<file path="src/rtl/motor_spi_master.sv">
// SPI initiator for the two-byte motor command link: shifts {motor1, motor2} out MSB first
// under a whole-frame load strobe and captures the 16 bits returned on sdi.
module motor_spi_master #(
    parameter int unsigned CLK_DIV = 4,
    parameter int unsigned NBITS   = 16
) (
    input  logic             clk,
    input  logic             reset,
    input  logic             start,
    input  logic [7:0]       motor1,
    input  logic [7:0]       motor2,
    input  logic             sdi,
    output logic             sck,
    output logic             sdo,
    output logic             load,
    output logic             busy,
    output logic             done,
    output logic [NBITS-1:0] rx_data
);

    localparam int unsigned CntW    = $clog2(NBITS + 1);
    localparam logic [7:0]  DivLast = 8'(CLK_DIV - 1);
    localparam logic [CntW-1:0] LastBit = CntW'(NBITS);

    typedef enum logic [2:0] {StIdle, StSetup, StHigh, StLow, StHold} state_e;

    state_e           state;
    logic [7:0]       div_cnt;
    logic [CntW-1:0]  bit_cnt;
    logic [NBITS-1:0] tx_shift;
    logic [NBITS-1:0] rx_shift;
    logic             div_last;

    assign div_last = (div_cnt == DivLast);

    always_ff @(posedge clk or posedge reset) begin
        if (reset) begin
            state    <= StIdle;
            div_cnt  <= 8'd0;
            bit_cnt  <= '0;
            tx_shift <= '0;
            rx_shift <= '0;
            sck      <= 1'b0;
            sdo      <= 1'b0;
            load     <= 1'b0;
            busy     <= 1'b0;
            done     <= 1'b0;
            rx_data  <= '0;
        end else begin
            done <= 1'b0;
            case (state)
                StIdle: begin
                    div_cnt <= 8'd0;
                    if (start) begin
                        tx_shift <= {motor1, motor2};
                        sdo      <= motor1[7];
                        load     <= 1'b1;
                        busy     <= 1'b1;
                        bit_cnt  <= '0;
                        state    <= StSetup;
                    end
                end
                // Both phases end by raising sck and sampling sdi on that same edge.
                StSetup, StLow: begin
                    if (div_last) begin
                        div_cnt  <= 8'd0;
                        sck      <= 1'b1;
                        rx_shift <= {rx_shift[NBITS-2:0], sdi};
                        bit_cnt  <= bit_cnt + CntW'(1);
                        state    <= StHigh;
                    end else begin
                        div_cnt <= div_cnt + 8'd1;
                    end
                end
                StHigh: begin
                    if (div_last) begin
                        div_cnt <= 8'd0;
                        sck     <= 1'b0;
                        if (bit_cnt != LastBit) begin
                            tx_shift <= {tx_shift[NBITS-2:0], 1'b0};
                            sdo      <= tx_shift[NBITS-2];
                            state    <= StLow;
                        end else begin
                            state <= StHold;
                        end
                    end else begin
                        div_cnt <= div_cnt + 8'd1;
                    end
                end
                StHold: begin
                    if (div_last) begin
                        div_cnt <= 8'd0;
                        load    <= 1'b0;
                        busy    <= 1'b0;
                        done    <= 1'b1;
                        sdo     <= 1'b0;
                        rx_data <= rx_shift;
                        state   <= StIdle;
                    end else begin
                        div_cnt <= div_cnt + 8'd1;
                    end
                end
                default: state <= StIdle;
            endcase
        end
    end

endmodule

</file>
<file path="config.mk">
export PLATFORM = sky130hd
export DESIGN_NAME = motor_spi_master
export DESIGN_NICKNAME = d
export VERILOG_FILES = /design/src/rtl/motor_spi_master.sv
export SDC_FILE = /design/constraint.sdc
export NUM_CORES = 1
export LEC_CHECK = 0
export CAP_MARGIN = 20
export CELL_PAD_IN_SITES_DETAIL_PLACEMENT = 1
export CELL_PAD_IN_SITES_GLOBAL_PLACEMENT = 1
export CORE_MARGIN = 1.5
export CORE_UTILIZATION = 47
export DETAILED_ROUTE_END_ITERATION = 7
export PLACE_DENSITY = 0.88
export SYNTH_ARGS = -nofsm -noshare
export SYNTH_HDL_FRONTEND = slang
export SYNTH_SLANG_ARGS = --single-unit
</file>
<file path="constraint.sdc">
create_clock -name clk -period 4.1 [get_ports clk]
set_input_delay 1.025 -clock clk [delete_from_list [all_inputs] [get_ports clk]]
set_output_delay 1.025 -clock clk [all_outputs]
set_load 0.005 [all_outputs]
</file>
# ---- After elaboration in Yosys (flattened, before gate mapping)
# Cells that the tools add are included.
dict set report classes {
  n_reduce_logical 17
  mux 26
  n_addsub 2
  eq_ne 11
}
# operator count
set ops {}
lappend ops {{$mux W15} 3}
lappend ops {{$pmux W15 S2} 1}
lappend ops {{$pmux W8 S2} 1}
lappend ops {{$mux W3} 5}
lappend ops {{$pmux W3 S4} 1}
lappend ops {{$mux W5} 2}
lappend ops {{$ne A2 B2 Y1 const B} 5}
lappend ops {{$pmux W5 S2} 1}
lappend ops {{$reduce_bool A2 Y1} 5}
lappend ops {{$reduce_and A3 Y1} 3}
lappend ops {{$add A8 B1 Y8 const B} 1}
lappend ops {{$eq A8 B2 Y1 const B} 1}
lappend ops {{$mux W1} 8}
lappend ops {{$mux W8} 1}
lappend ops {{$reduce_and A4 Y1} 2}
lappend ops {{$eq A3 B2 Y1 const B} 2}
lappend ops {{$add A5 B1 Y5 const B} 1}
lappend ops {{$ne A5 B5 Y1 const B} 1}
lappend ops {{$reduce_and A5 Y1} 1}
lappend ops {{$pmux W1 S2} 2}
lappend ops {{$reduce_and A2 Y1} 2}
lappend ops {{$reduce_or A4 Y1} 1}
lappend ops {{$eq A3 B1 Y1 const B} 1}
lappend ops {{$eq A3 B3 Y1 const B} 1}
lappend ops {{other kinds (4)} 4}
dict set report word_totals {
  reg_bits 67
  elab_cells 66
  out_inout_bits 21
  inputBits 20
}

# ---- Depth between registers and ports, before layout
dict set report logic_depth {
  word_depth 4
  ltp_mapped 8
  depth_no_buf 6
}

# ---- Least setup slack after synthesis
# Ideal clock, no wire load.
dict set report synth_timing {
  kind {input port to flip-flop}
  startpoint {input start}
  endpoint {register tx_shift[10]}
  arrival_time_ns 2.100
  slack_ns 1.865
  path_buffers 2
  path_stages 6
  t_required_ns 3.965
  path_cell_list {nor4b_1 > a41oi_1 > buf_2 > buf_2 > nand2_1 > o21ai_0}
}
dict set report synth_between {
  elab_chain_len 2
}
# item line_no
set synth_lines {}
lappend synth_lines {{start, declared} 9} ;# input logic start,
lappend synth_lines {{$ne A2 B2 Y1 (no line)} n/a}
lappend synth_lines {{$reduce_and A4 Y1 (no line)} n/a}
lappend synth_lines {{end signal, assigned} 55} ;# tx_shift <= {motor1, motor2};
lappend synth_lines {{end signal, assigned} 80} ;# tx_shift <= {tx_shift[NBITS-2:0], 1'b0};
lappend synth_lines {{end, declared} 30} ;# logic [NBITS-1:0] tx_shift;
# No other way between the ends.
# A chain may end at the register's enable or synchronous reset.

# ---- Worst setup path after layout
dict set report layout_timing {
  startpoint {register div_cnt[0]}
  endpoint {register bit_cnt[2]}
}
dict set report layout_between {
  elab_chain_len 3
}
# item line_no
set layout_lines {}
lappend layout_lines {{start, declared} 28} ;# logic [7:0] div_cnt;
lappend layout_lines {{start signal, assigned} 72} ;# div_cnt <= div_cnt + 8'd1;
lappend layout_lines {{start signal, assigned} 87} ;# div_cnt <= div_cnt + 8'd1;
lappend layout_lines {{start signal, assigned} 100} ;# div_cnt <= div_cnt + 8'd1;
lappend layout_lines {{$eq A8 B2 Y1} 34} ;# assign div_last = (div_cnt == DivLast);
lappend layout_lines {{$ne A2 B2 Y1 (no line)} n/a}
lappend layout_lines {{$reduce_and A3 Y1 (no line)} n/a}
lappend layout_lines {{end signal, assigned} 69} ;# bit_cnt <= bit_cnt + CntW'(1);
lappend layout_lines {{end, declared} 29} ;# logic [CntW-1:0] bit_cnt;
# No other way between the ends.

==> flow_summary.toml <==
[pwr]
pwr-share-comb = 0.260
powerDensity_nw_per_um2 = 586
power_mw = 2.19
p_int_mw = 1.46
max-vdd-ir-drop_v = 0.000275
sequentialPowerShare = 0.455
power_leakage_nw = 1.71
p_clk_frac = 0.285
p_switching_mw = 0.731
p_sw_frac = 0.334

[logic_synthesis]
synth_top_area_share = 0.556
synth.ff_latch_count = 67
syn_avg_cell_area_sq_um = 12.4
synth_compound_area_frac = 0.0904
yosys.area.top_type = "dfrtp_1"
synthMuxAreaShare = 0.183
synth_fa_ha_area_frac = 0.0124
synth_top_family_by_area = "multiplexers"
yosys-top-cells-area = "dfrtp_1 (56%), mux2_2 (9.7%), mux2i_1 (4.6%)"
synth_seq_area_share = 0.556
synth-xor-area-share = 0.0116
syn_inst = 243
netlist_area_sq_um = 3020
synth_cell_types = 45
yosys.area_share.simple = 0.120
yosys_warnings = 0
syn_nets = 266

[route]
wl_met3_um = 235
wl_met2_um = 3710
vias_per_cell = 5.68
routed_wl_um = 6950
wl_per_cell_um = 18.8
routed.top_layer = "met4"
ant_nets = 0
drcViolationCount = 0
drt_iter0_drc = 102
drtPass1Iterations = 4
vias = 2101
wl_met1_um = 2850

[final_layout]
mostFrequentLayoutCells = "dfrtp_1 (67), clkdlybuf4s50_1 (40), mux2_2 (26), nand2_1 (25), o21ai_0 (20)"
area_delta_synth_final_pct = 23.6
final_nets = 311
mostFrequentLayoutCell = "dfrtp_1"
fin_area_sq_um = 3730
diodes = 0
layout-drive-gt1-share = 0.215

[placed_design]
io_buffers = 40
place.gp.congestion = 0.860
hpwlAfterDp_um = 4540
dpl_cell_area_sq_um = 3510

[global_routing]
grt_max_degree = 38
grt.overflow.total = 0
grt_usage = 0.221
grt_pass1_vias = 2328
antenna_found_initial = 0
grt_pass1_wl_um = 11900

[timing]
finalCritPeriodShare = 0.706
rsz0062_at_grt = "false"
finalSetupViolations = 0
hold_ws_ns = 0.487
max-slew-margin-rel = 0.461
period_minus_slack_ns = 2.89
finClkSkew_ns = 0.0110
max_freq_mhz = 346
drv_slew = 0
hold_violations = 0
setup_tns_ns = 0
worst_pin_slew_ns = 0.802

[clock_tree]
cts.path.max_buffers = 2
htree_num_levels = 3
cts_buffers = 9
clk_latency_ns = 0.35
post-cts-setup-buffer-count = 0
path_clk_slew_ns = 0.08
cts_root_buffer = "clkbuf_8"
cts_num_sinks = 67
cts_hold_buffers = 0
cts_resized = 0
cts_tree = "done"

[critical_path]
crit_slowest_cell = "nand4b_1"
cpPeakStageDelay_ns = 0.75
end_kind = "flop"
cp.arrival_ns = 3.19
crit_family = "simple AND/OR/NAND/NOR gates"
worstSetupPathType = "reg -> reg"
critPathLaunchType = "flop"
cp.required_ns = 4.39
path_cells = "ha_1, nor4b_2, nand4b_1, buf_4, nor3b_1, a211o_1"
crit_fanout = 13
critPathBufInv = 1

[hold_path]
min_path_type = "reg -> reg"

[floorplan]
die-area_sq_um = 6910
start_util = 0.481
ios = 41
core_area_sq_um = 6280
rows = 29
fp.dieH_um = 83.1
fp.dieW_um = 83.1

[outcome]
status = "completed"

[flow_run]
cap_violations = 0
[state kept, by name, summed over array words and instances, names as in the netlist]
signal,count
rx_data,16
rx_shift,16
tx_shift,15
div_cnt,8
bit_cnt,5
state,3
busy,1
done,1
sck,1
sdo,1
[final cells by class]
cell class	instances	area, sq um
clock inverters	7	98.8
flip-flops and latches	67	1680
fillers	634	2550
multi-input cells	160	1270
well taps	77	96.3
clock buffers	9	124
inverters	4	15.0
repair buffers	46	445
[synth_stat cells]
master,n
a41oi_1,3
or4_1,1
nand4b_1,1
nand3_1,7
nand2_1,25
o21ai_0,20
a21o_1,2
clkbuf_1,3
mux2i_1,14
nor4b_2,1
buf_4,1
a211o_1,1
dfrtp_1,67
a311oi_1,1
xor2_1,3
nand4bb_1,1
inv_1,4
nor3b_1,4
mux2_4,8
nand2b_1,3
nand3b_1,1
buf_6,1
o2bb2ai_1,3
or4b_1,1
o211a_1,1
ha_1,3
a22o_1,2
nor4b_1,1
mux2_2,26
nor4bb_1,1
or4b_4,1
nand3_4,1
nor2_4,1
buf_1,1
buf_2,6
o21ai_1,1
or3_1,2
a21oi_1,3
nor2b_1,3
xnor2_1,1
and3_1,2
nor3_1,1
a31oi_1,4
o211ai_1,2
nor2_1,4
[power by group through the flow]
| stage | sequential [mW] | clock, mW | combinational (mW) |
|---|---|---|---|
| 3_3_place_gp | 0.982 | 0 | 0.519 |
| 2_1_floorplan | 0.934 | 0 | 0.435 |
| 3_5_place_dp | 0.998 | 0 | 0.560 |
| 4_1_cts | 0.994 | 0.632 | 0.575 |
| 5_1_grt | 1.02 | 0.662 | 0.632 |
| 6_report | 0.995 | 0.622 | 0.569 |
[final timing paths]
check	start	to	slack, ns	cells after the start
max	div_cnt[0]	bit_cnt[2]	1.21	6
min	tx_shift[7]	tx_shift[7]	0.49	2
max reg2reg	div_cnt[0]	bit_cnt[2]	1.21	6
min reg2reg	tx_shift[7]	tx_shift[7]	0.49	2
max in group asynchronous	reset	rx_shift[1]	2.22	3
min in group asynchronous	reset	div_cnt[3]	1.15	2
[logic make-up (layout without fill, tap and decap cells)]
| kind of cell | count (synthesis) | in the layout |
|---|---|---|
| AOI/OAI and AO/OA | 43 | 43 |
| xor gates and xnor gates | 4 | 4 |
| adders and majority gates | 3 | 3 |
| buffers and inverters | 16 | 66 |
| DFF | 67 | 67 |
| muxes | 48 | 48 |
| and+or+nand+nor | 62 | 62 |
[worst register-to-register path, cell delays in order, from the launching register on]
cell and delay, ns:
dfrtp_1 0.41, ha_1 0.25, nor4b_2 0.61, nand4b_1 0.75
buf_4 0.45, nor3b_1 0.24, a211o_1 0.13
[routing by layer]
layer	track usage	vias up
li1	-	973
met1	0.271	1068
met2	0.376	47
met3	0.0477	13
met4	0.0970	0
met5	0	-
[metrics by stage]
stage | utilization | worst slack (ns) | cells
after CTS | 0.594 | 1.26 | 370
final | 0.594 | 1.21 | 370
after global placement | 0.559 | 1.51 | 354
after detailed placement | 0.559 | 1.34 | 354
after global routing | 0.594 | 0.984 | 370
after floorplan | - | 1.39 | 243
No activity file was read; power rests on OpenSTA's default activity.
